--- config.mk ---
export PLATFORM = sky130hd
export DESIGN_NAME = core_pipe_issue_queue
export DESIGN_NICKNAME = d
export VERILOG_FILES = /design/src/rtl/core_pipe_issue_queue_pkg.sv /design/src/rtl/core_pipe_issue_queue_sync_fifo.sv /design/src/rtl/core_pipe_issue_queue.sv
export SDC_FILE = /design/constraint.sdc
export NUM_CORES = 1
export LEC_CHECK = 0
export ABC_AREA = 1
export BUFFER_PORTS_ARGS = -buffer_cell sky130_fd_sc_hd__buf_2
export CORE_AREA = 5 5 255 257
export CTS_BUF_LIST = sky130_fd_sc_hd__clkbuf_4
export CTS_CLUSTER_SIZE = 14
export DETAILED_ROUTE_END_ITERATION = 8
export DIE_AREA = 0 0 260 262
export HOLD_SLACK_MARGIN = 0.06
export PLACE_DENSITY = 0.68
export SYNTH_ARGS = -nofsm -noshare
export SYNTH_HDL_FRONTEND = slang
export SYNTH_HIERARCHICAL = 1
export SYNTH_SLANG_ARGS = --single-unit
--- constraint.sdc ---
create_clock -name g_clk -period 5.5 [get_ports g_clk]
set_input_delay 0 -clock g_clk [delete_from_list [all_inputs] [get_ports g_clk]]
set_output_delay 0 -clock g_clk [all_outputs]
set_load 0.03 [all_outputs]
--- src/rtl/core_pipe_issue_queue_pkg.sv ---
// Shared definitions for the decode-to-execute issue queue: control-flow
// cause encodings, packed micro-op field layout and redirect FSM states.
package core_pipe_issue_queue_pkg;

    // Default width of the control-flow cause field
    localparam int CF_CAUSE_W_DFLT = 4;

    // Decode-resolved control-flow causes
    localparam logic [CF_CAUSE_W_DFLT-1:0] CF_CAUSE_NONE = 4'd0;
    localparam logic [CF_CAUSE_W_DFLT-1:0] CF_CAUSE_JAL  = 4'd1;
    localparam logic [CF_CAUSE_W_DFLT-1:0] CF_CAUSE_JALR = 4'd2;
    localparam logic [CF_CAUSE_W_DFLT-1:0] CF_CAUSE_CJ   = 4'd3;
    localparam logic [CF_CAUSE_W_DFLT-1:0] CF_CAUSE_CJAL = 4'd4;

    // Packed micro-op layout (LSB offset and width of each field). The
    // decode packer and the execute unpacker both use these constants.
    localparam int UOP_INSTR_LSB = 0;
    localparam int UOP_INSTR_W   = 32;
    localparam int UOP_RD_LSB    = 32;
    localparam int UOP_RD_W      = 5;
    localparam int UOP_FU_OP_LSB = 37;
    localparam int UOP_FU_OP_W   = 8;
    localparam int UOP_OP_W_BIT  = 45;
    localparam int UOP_PC_LSB    = 46;
    localparam int UOP_PC_W      = 64;
    localparam int UOP_OPR_A_LSB = 110;
    localparam int UOP_OPR_B_LSB = 158;
    localparam int UOP_OPR_C_LSB = 206;
    localparam int UOP_OPR_W     = 48;

    // Decode redirect FSM
    typedef enum logic {
        IDLE    = 1'b0,
        CF_WAIT = 1'b1
    } cf_state_e;

endpackage

--- src/rtl/core_pipe_issue_queue_sync_fifo.sv ---
// Synchronous FIFO: per-entry storage, wrapping pointers and an occupancy
// count. full/empty come from the count, so pointers stay log2(DEPTH) wide.
module core_sync_fifo #(
    parameter int WIDTH = 256,
    parameter int DEPTH = 2,
    parameter int CNT_W = $clog2(DEPTH + 1)
) (
    input  logic             g_clk,
    input  logic             g_resetn,
    input  logic             push,
    input  logic [WIDTH-1:0] push_data,
    input  logic             pop,
    input  logic             clear,
    output logic [WIDTH-1:0] head,
    output logic [CNT_W-1:0] count,
    output logic             full,
    output logic             empty
);

    localparam int PTR_W = $clog2(DEPTH);

    logic [WIDTH-1:0] entry_q [DEPTH];
    logic [PTR_W-1:0] wr_ptr_reg;
    logic [PTR_W-1:0] rd_ptr_reg;
    logic [CNT_W-1:0] count_reg;
    logic [CNT_W-1:0] count_next;
    logic             push_ok;
    logic             pop_ok;

    assign full    = (count_reg == CNT_W'(DEPTH));
    assign empty   = (count_reg == '0);
    assign push_ok = push && !full && !clear;
    assign pop_ok  = pop && !empty && !clear;

    genvar gi;
    generate
        for (gi = 0; gi < DEPTH; gi++) begin : g_entry
            logic [WIDTH-1:0] entry_reg;

            // Entry gi captures the payload when the write pointer selects it
            always_ff @(posedge g_clk or negedge g_resetn) begin
                if (!g_resetn) begin
                    entry_reg <= '0;
                end else if (push_ok && (wr_ptr_reg == PTR_W'(gi))) begin
                    entry_reg <= push_data;
                end
            end

            assign entry_q[gi] = entry_reg;
        end
    endgenerate

    // Occupancy update: a simultaneous push and pop leaves it unchanged
    always_comb begin
        count_next = count_reg;
        case ({push_ok, pop_ok})
            2'b10:   count_next = count_reg + 1'b1;
            2'b01:   count_next = count_reg - 1'b1;
            default: count_next = count_reg;
        endcase
    end

    // Pointers and count; clear wins over any push or pop
    always_ff @(posedge g_clk or negedge g_resetn) begin
        if (!g_resetn) begin
            wr_ptr_reg <= '0;
            rd_ptr_reg <= '0;
            count_reg  <= '0;
        end else if (clear) begin
            wr_ptr_reg <= '0;
            rd_ptr_reg <= '0;
            count_reg  <= '0;
        end else begin
            if (push_ok) begin
                wr_ptr_reg <= wr_ptr_reg + 1'b1;
            end
            if (pop_ok) begin
                rd_ptr_reg <= rd_ptr_reg + 1'b1;
            end
            count_reg <= count_next;
        end
    end

    assign head  = entry_q[rd_ptr_reg];
    assign count = count_reg;

endmodule

--- src/rtl/core_pipe_issue_queue.sv ---
// Issue queue between decode/operand-gather and execute. Buffers decoded
// micro-ops and holds a decode redirect as a request/ack towards fetch.
// A later-stage flush empties the queue and cancels the pending redirect.
module core_pipe_issue_queue
    import core_pipe_issue_queue_pkg::*;
#(
    parameter int XLEN       = 64,
    parameter int DEPTH      = 2,
    parameter int UOP_W      = 256,
    parameter int CF_CAUSE_W = CF_CAUSE_W_DFLT,
    parameter int CNT_W      = $clog2(DEPTH + 1)
) (
    input  logic                  g_clk,
    input  logic                  g_resetn,
    input  logic                  dec_valid,
    output logic                  dec_ready,
    input  logic [UOP_W-1:0]      dec_uop,
    input  logic                  dec_cf_req,
    input  logic [XLEN-1:0]       dec_cf_target,
    input  logic [CF_CAUSE_W-1:0] dec_cf_cause,
    output logic                  cf_valid,
    input  logic                  cf_ack,
    output logic [XLEN-1:0]       cf_target,
    output logic [CF_CAUSE_W-1:0] cf_cause,
    input  logic                  flush,
    output logic                  iss_valid,
    input  logic                  iss_ready,
    output logic [UOP_W-1:0]      iss_uop,
    output logic [CNT_W-1:0]      occupancy
);

    cf_state_e             state_reg;
    cf_state_e             state_next;
    logic [XLEN-1:0]       cf_target_reg;
    logic [CF_CAUSE_W-1:0] cf_cause_reg;
    logic                  fifo_full;
    logic                  fifo_empty;
    logic                  enq;
    logic                  deq;
    logic                  cf_capture;

    // Input readiness comes only from registered state, so execute stalls and
    // flush never combinationally reach decode.
    assign dec_ready  = !fifo_full && (state_reg == IDLE);
    assign enq        = dec_valid && dec_ready && !flush;
    assign iss_valid  = !fifo_empty;
    assign deq        = iss_valid && iss_ready && !flush;
    assign cf_capture = enq && dec_cf_req;

    core_sync_fifo #(
        .WIDTH (UOP_W),
        .DEPTH (DEPTH),
        .CNT_W (CNT_W)
    ) u_fifo (
        .g_clk     (g_clk),
        .g_resetn  (g_resetn),
        .push      (enq),
        .push_data (dec_uop),
        .pop       (deq),
        .clear     (flush),
        .head      (iss_uop),
        .count     (occupancy),
        .full      (fifo_full),
        .empty     (fifo_empty)
    );

    // Redirect FSM state register
    always_ff @(posedge g_clk or negedge g_resetn) begin
        if (!g_resetn) begin
            state_reg <= IDLE;
        end else begin
            state_reg <= state_next;
        end
    end

    // Next state and request output; flush cancels the redirect, and a flush
    // coinciding with cf_ack simply lands in IDLE.
    always_comb begin
        state_next = state_reg;
        cf_valid   = 1'b0;
        case (state_reg)
            IDLE: begin
                if (cf_capture) begin
                    state_next = CF_WAIT;
                end
            end
            CF_WAIT: begin
                cf_valid = 1'b1;
                if (cf_ack || flush) begin
                    state_next = IDLE;
                end
            end
            default: state_next = IDLE;
        endcase
    end

    // Redirect target/cause captured with the redirecting enqueue, then held
    always_ff @(posedge g_clk or negedge g_resetn) begin
        if (!g_resetn) begin
            cf_target_reg <= '0;
            cf_cause_reg  <= '0;
        end else if (cf_capture) begin
            cf_target_reg <= dec_cf_target;
            cf_cause_reg  <= dec_cf_cause;
        end
    end

    assign cf_target = cf_target_reg;
    assign cf_cause  = cf_cause_reg;

endmodule

After elaboration in Yosys (flattened, before gate mapping):

Index checks and enable logic that the tools add are counted.

* $add $sub $neg: 4
* $mul: 0
* divide/modulo/power cells: 0
* order comparisons: 1
* equality and inequality tests: 3
* shifts and indexed selects: 0
* muxes and demuxes: 13
* bitwise gates (word level): 3
* reductions and logical operators: 20

Operators with widths (count)
* two-way mux 256 bit: 3
* logical AND 1 bit: 12
* two-way mux 1 bit: 7
* == test 2 bit, second input constant: 2
* case mux 2 bit (2 select lines): 1
* nonzero test 2 bit: 2
* zero test 1 bit: 3
* nonzero test 3 bit: 1
* adder 1 bit, second input constant: 2
* adder 2 x 1 -> 2 bit, second input constant: 1
* == test 2 x 1 -> 1 bit, second input constant: 1
* >= comparator 2 bit, second input constant: 1
* zero test 2 bit: 1
* two-way mux 2 bit: 1
* NOT 1 bit: 2
* NOT 1 -> 2 bit: 1
* case mux 1 bit (2 select lines): 1
* subtractor 2 x 1 -> 2 bit, second input constant: 1
* logical OR 1 bit: 1

* register bits: 585
* latch bits: 0
* RAM bits: 0
* bits in read-only memories: 0
* input port bits: 331
* output and inout bits: 329
* logic and storage cells: 52
* memories kept: 0

Logic depth before layout (Yosys ltp):

* depth in word-level cells: 10
* mapped depth: 14
* depth with buffers taken out: 13

Hierarchy:

Netlist, hierarchy kept.

Modules (own cells, without submodules)
* core_sync_fifo: instances 1, cells each 2771, area an instance 23877.9 sq um, sequential area each 12912.4 sq um
* core_pipe_issue_queue: instances 1, cells each 314, area an instance 2855.2 sq um, sequential area each 1726.7 sq um

Least setup slack after synthesis:

OpenSTA, ideal clock, no wires.

* path kind: register to register
* from: register u_fifo.count_reg[0] (netlist: u_fifo/count[0])
* to: register u_fifo.g_entry[1].entry_reg[203]
* library setup time: 0.118 ns
* arrival time: 2.188 ns
* data required time: 5.382 ns
* setup slack: 3.194 ns
* stages on the path, launching flop included: 15
* buffers on the path: 3
* period minus slack after synthesis: 2.306 ns
* cell sequence: dfrtp_1 -> inv_2 -> nand2_2 -> inv_1 -> nor2_4 -> buf_2 -> nand2_1 -> nor2_1 -> nand2_4 -> inv_4 -> nand3_4 -> buf_6 -> buf_2 -> nand2_1 -> o21ai_2

* longest elaborated chain between the ends: 8

RTL lines
* start, declared: RTL line core_pipe_issue_queue_sync_fifo.sv:25 `logic [CNT_W-1:0] count_reg;`
* start signal, assigned: RTL line core_pipe_issue_queue_sync_fifo.sv:80 `count_reg <= count_next;`
* == test 2 bit: RTL line core_pipe_issue_queue_sync_fifo.sv:30 `assign full = (count_reg == CNT_W'(DEPTH));`
* via fifo_full: RTL line core_pipe_issue_queue.sv:36 `logic fifo_full;`
* zero test 1 bit: RTL line core_pipe_issue_queue.sv:44 `assign dec_ready = !fifo_full && (state_reg == IDLE);`
* logical AND 1 bit: RTL line core_pipe_issue_queue.sv:44
* via dec_ready: RTL line core_pipe_issue_queue.sv:16 `output logic dec_ready,`
* logical AND 1 bit (2 in series): RTL line core_pipe_issue_queue.sv:45 `assign enq = dec_valid && dec_ready && !flush;`
* via enq: RTL line core_pipe_issue_queue.sv:38 `logic enq;`
* logical AND 1 bit (2 in series): RTL line core_pipe_issue_queue_sync_fifo.sv:32 `assign push_ok = push && !full && !clear;`
* logical AND 1 bit: RTL line core_pipe_issue_queue_sync_fifo.sv:44 `end else if (push_ok && (wr_ptr_reg == PTR_W'(gi))) begin`
* end signal, assigned: RTL line core_pipe_issue_queue_sync_fifo.sv:45 `entry_reg <= push_data;`
* end, declared: RTL line core_pipe_issue_queue_sync_fifo.sv:38 `logic [WIDTH-1:0] entry_reg;`

The timed path passes the listed nets, and every way through them passes these cells.
A chain may end at the register's enable or synchronous reset.

Worst setup path in the final report:

* from: register u_fifo.rd_ptr_reg
* to: output iss_uop[114]

* longest elaborated chain between the ends: 4

RTL lines
* start, declared: RTL line core_pipe_issue_queue_sync_fifo.sv:24 `logic [PTR_W-1:0] rd_ptr_reg;`
* start signal, assigned: RTL line core_pipe_issue_queue_sync_fifo.sv:78 `rd_ptr_reg <= rd_ptr_reg + 1'b1;`
* NOT 1 -> 2 bit (implied by the code): RTL line core_pipe_issue_queue_sync_fifo.sv:84 `assign head = entry_q[rd_ptr_reg];`
* two-way mux 256 bit (implied by the code) (3 in series): RTL line core_pipe_issue_queue_sync_fifo.sv:84
* end, declared: RTL line core_pipe_issue_queue.sv:28 `output logic [UOP_W-1:0] iss_uop,`

No other way between the ends. The select of a mux whose other input is x is not followed.

==> metrics.yaml <==
clock_network:
  hold_buf_count_cts: 747
  tritoncts: "yes"
  cts.reportedPaths.clkPinSlew_ns: 0.06
  tritoncts_num_sinks: 585
  post_cts_buffers: 0
  cts_htree_levels: 4
  cts-root-to-sink-buffers: 3
  cts.repair.resized: 0
  clk_latency_ns: 0.96
  root_buf_cell: "sky130_fd_sc_hd__clkbuf_4"
  cts_buffer_count: 160
power_and_ir_drop:
  post-layout-total-power_mw: 20.09
  p_leak_nw: 21.16
  worst_ir_drop_vdd_mv: 0.3488
  power_per_cell_area_nw_per_um2: 508.9
worst_setup_path:
  crit_fanout: 87
  worstPathCellList: "buf_4 -> buf_4 -> nand2_1 -> nand2_1 -> buf_2"
  worst_setup_path_startpoint: "u_fifo/rd_ptr_reg$_DFFE_PN0P_"
  cp_slowest_stage_delay_ns: 0.84
  crit_path_top_delay_cell: "sky130_fd_sc_hd__dfrtp_4"
  end_kind: "output port"
  timing_worst_setup_path_type: "reg -> out"
  reg2reg_depth: 13
  reg2reg_from: "u_fifo/count[0]$_DFFE_PN0P_"
  worst_ep_arrival_time_ns: 3.89
  critical_path_required_ns: 5.50
  worstSetupStartpointType: "flip-flop"
timing:
  setup-violations-final: 0
  post-route-period-util_pct: 70.78
  sum_neg_setup_slack_ns: 0
  finalHoldViolations: 0
  max_freq_mhz: 256.9
  finalClockSkew_ns: 0.05868
  worst-slew-pin-transition_ns: 1.193
  finalHoldWorstSlack_ns: 0.2153
  slew_headroom_pct: 20.48
  final.min_clock_period_ns: 3.893
  rsz_0062_raised_after_global_routing: "false"
  slew_violations: 0
global_route:
  global_route.usage.total_pct: 27.27
  grt_pass1_vias: 28620
  globalRoute.totalOverflow: 0
  grt_start_max_net_pins: 209
  global_route_wire_length_before_repair_um: 149700
  grt_antenna_before_repair: 11
floorplan:
  die_h_um: 262
  starting_density_pct: 42.77
  core_area_um2: 62500
  die_area_um2: 68120
  io-pin-count: 660
  die_width_um: 260
  num_rows: 92
hold_path:
  holdPathStages: 7
  hold_path_startpoint: "iss_ready"
  tightest_hold_check_type: "in -> reg"
finish:
  fillCellCount: 4692
  area_growth_pct: 47.72
  postLayoutCellArea_um2: 39490
  final-seq-area_um2: 14640
  post-route-util_pct: 63.18
  final_nets: 4816
  number_of_flip_flops_under_the_largest_register_name: 512
  most_common_library_cell_in_the_layout_ignoring_fill_and_taps: "sky130_fd_sc_hd__nand2_1"
  layout-drive-gt1-share_pct: 26.93
  layout_common_cells: "1434 x sky130_fd_sc_hd__nand2_1, 746 x sky130_fd_sc_hd__dlygate4sd3_1, 658 x sky130_fd_sc_hd__buf_2, 584 x sky130_fd_sc_hd__dfrtp_1, 281 x sky130_fd_sc_hd__o21ai_2"
  multi_input_area_um2: 9569
outcome:
  status: "complete, no violations"
synthesis:
  synthDistinctLibCells: 24
  netlist_instances: 3085
  ys_ff_latch: 585
  mappedNetlistArea_um2: 26730
  synthesis.area_per_instance_um2: 8.666
  yosysWarnings: 6
  yosysSeqAreaShare_pct: 54.76
  synth.net_count: 3416
routing:
  drcViolationCount: 0
  route.final.wire_length_um: 94880
  drt-initial-drc-count: 2481
  vias: 27210
  routed_via_density: 4.985
  wl_per_cell_um: 17.38
  dr.pass1.iters: 6
  ant_nets: 0
placed_design:
  hpwlAfterDp_um: 53150
  gp_congestion: 0.8788
  placed_area_um2: 29920
  port-buffer-count: 659
flow_run:
  drv_cap: 0
-- layer usage --
metal	vias to the layer above	track usage (%)	part of all wire, %
met5	-	0	0.059
met4	8	17.25	6.1
met3	444	8.369	9.1
met2	1545	44.73	48
met1	12680	31.31	36
li1	12530	-	-
-- power breakdown --
group	switching [mW]	internal (mW)
registers	1.25	6.27
clock network	1.86	2.13
logic	5.77	2.80
total	8.89	11.2
-- cell usage after synthesis, drive strengths merged --
library cell  instances  area, um2
inv                 267       1005
nor2                  8      45.04
a21oi                 1      5.000
clkinv                1      3.750
clkbuf               61      229.0
nor3                  2      10.01
nand3                 5      55.05
nand4                69      431.7
dfrtp               585      14640
buf                 137       1287
o21ai               513       3622
nand2              1436       5400
-- worst max-delay path, delay by kind of cell (launching register included) --
| family | cells | cell delay (ns) |
|---|---|---|
| buf+inv | 3 | 1.65 |
| flops | 1 | 0.84 |
| simple gates | 2 | 0.31 |
-- area by class of cell --
cell class	instances	share of cell area, %
Multi-Input combinational cell	2034	24.23
Clock buffer	248	4.715
Antenna cell	12	0.07604
Clock inverter	29	0.4626
Inverter	268	2.573
Sequential cell	585	37.08
Timing Repair Buffer	1436	28.18
Tap cell	846	2.681
-- cell families (layout without fill, tap and decap cells) --
family,after synthesis,in the layout,share of synthesized area [%]
AOI/OAI and AO/OA,514,514,13.57
and+or+nand+nor,1520,1520,22.23
other,0,12,0
buffers and inverters,466,1981,9.445
DFF,585,585,54.76
-- per-stage QoR --
stage	setup slack [ns]	std cells
after floorplan	3.194	3085
after global placement	2.627	4422
after detailed placement	2.558	4422
after CTS	1.679	5446
after global routing	1.406	5454
final	1.607	5458
-- worst paths after layout --
kind                                                           endpoint  slack [ns]
min in group asynchronous  u_fifo/g_entry[0].entry_reg[194]$_DFFE_PN0P_        0.37
hold / removal                            u_fifo/rd_ptr_reg$_DFFE_PN0P_        0.22
setup / recovery                                           iss_uop[114]        1.61
max in group asynchronous  u_fifo/g_entry[0].entry_reg[114]$_DFFE_PN0P_        4.42
hold reg to reg                               cf_target[21]$_DFFE_PN0P_        0.47
setup reg to reg           u_fifo/g_entry[1].entry_reg[132]$_DFFE_PN0P_        1.82
(Power assumes the default switching activity.)
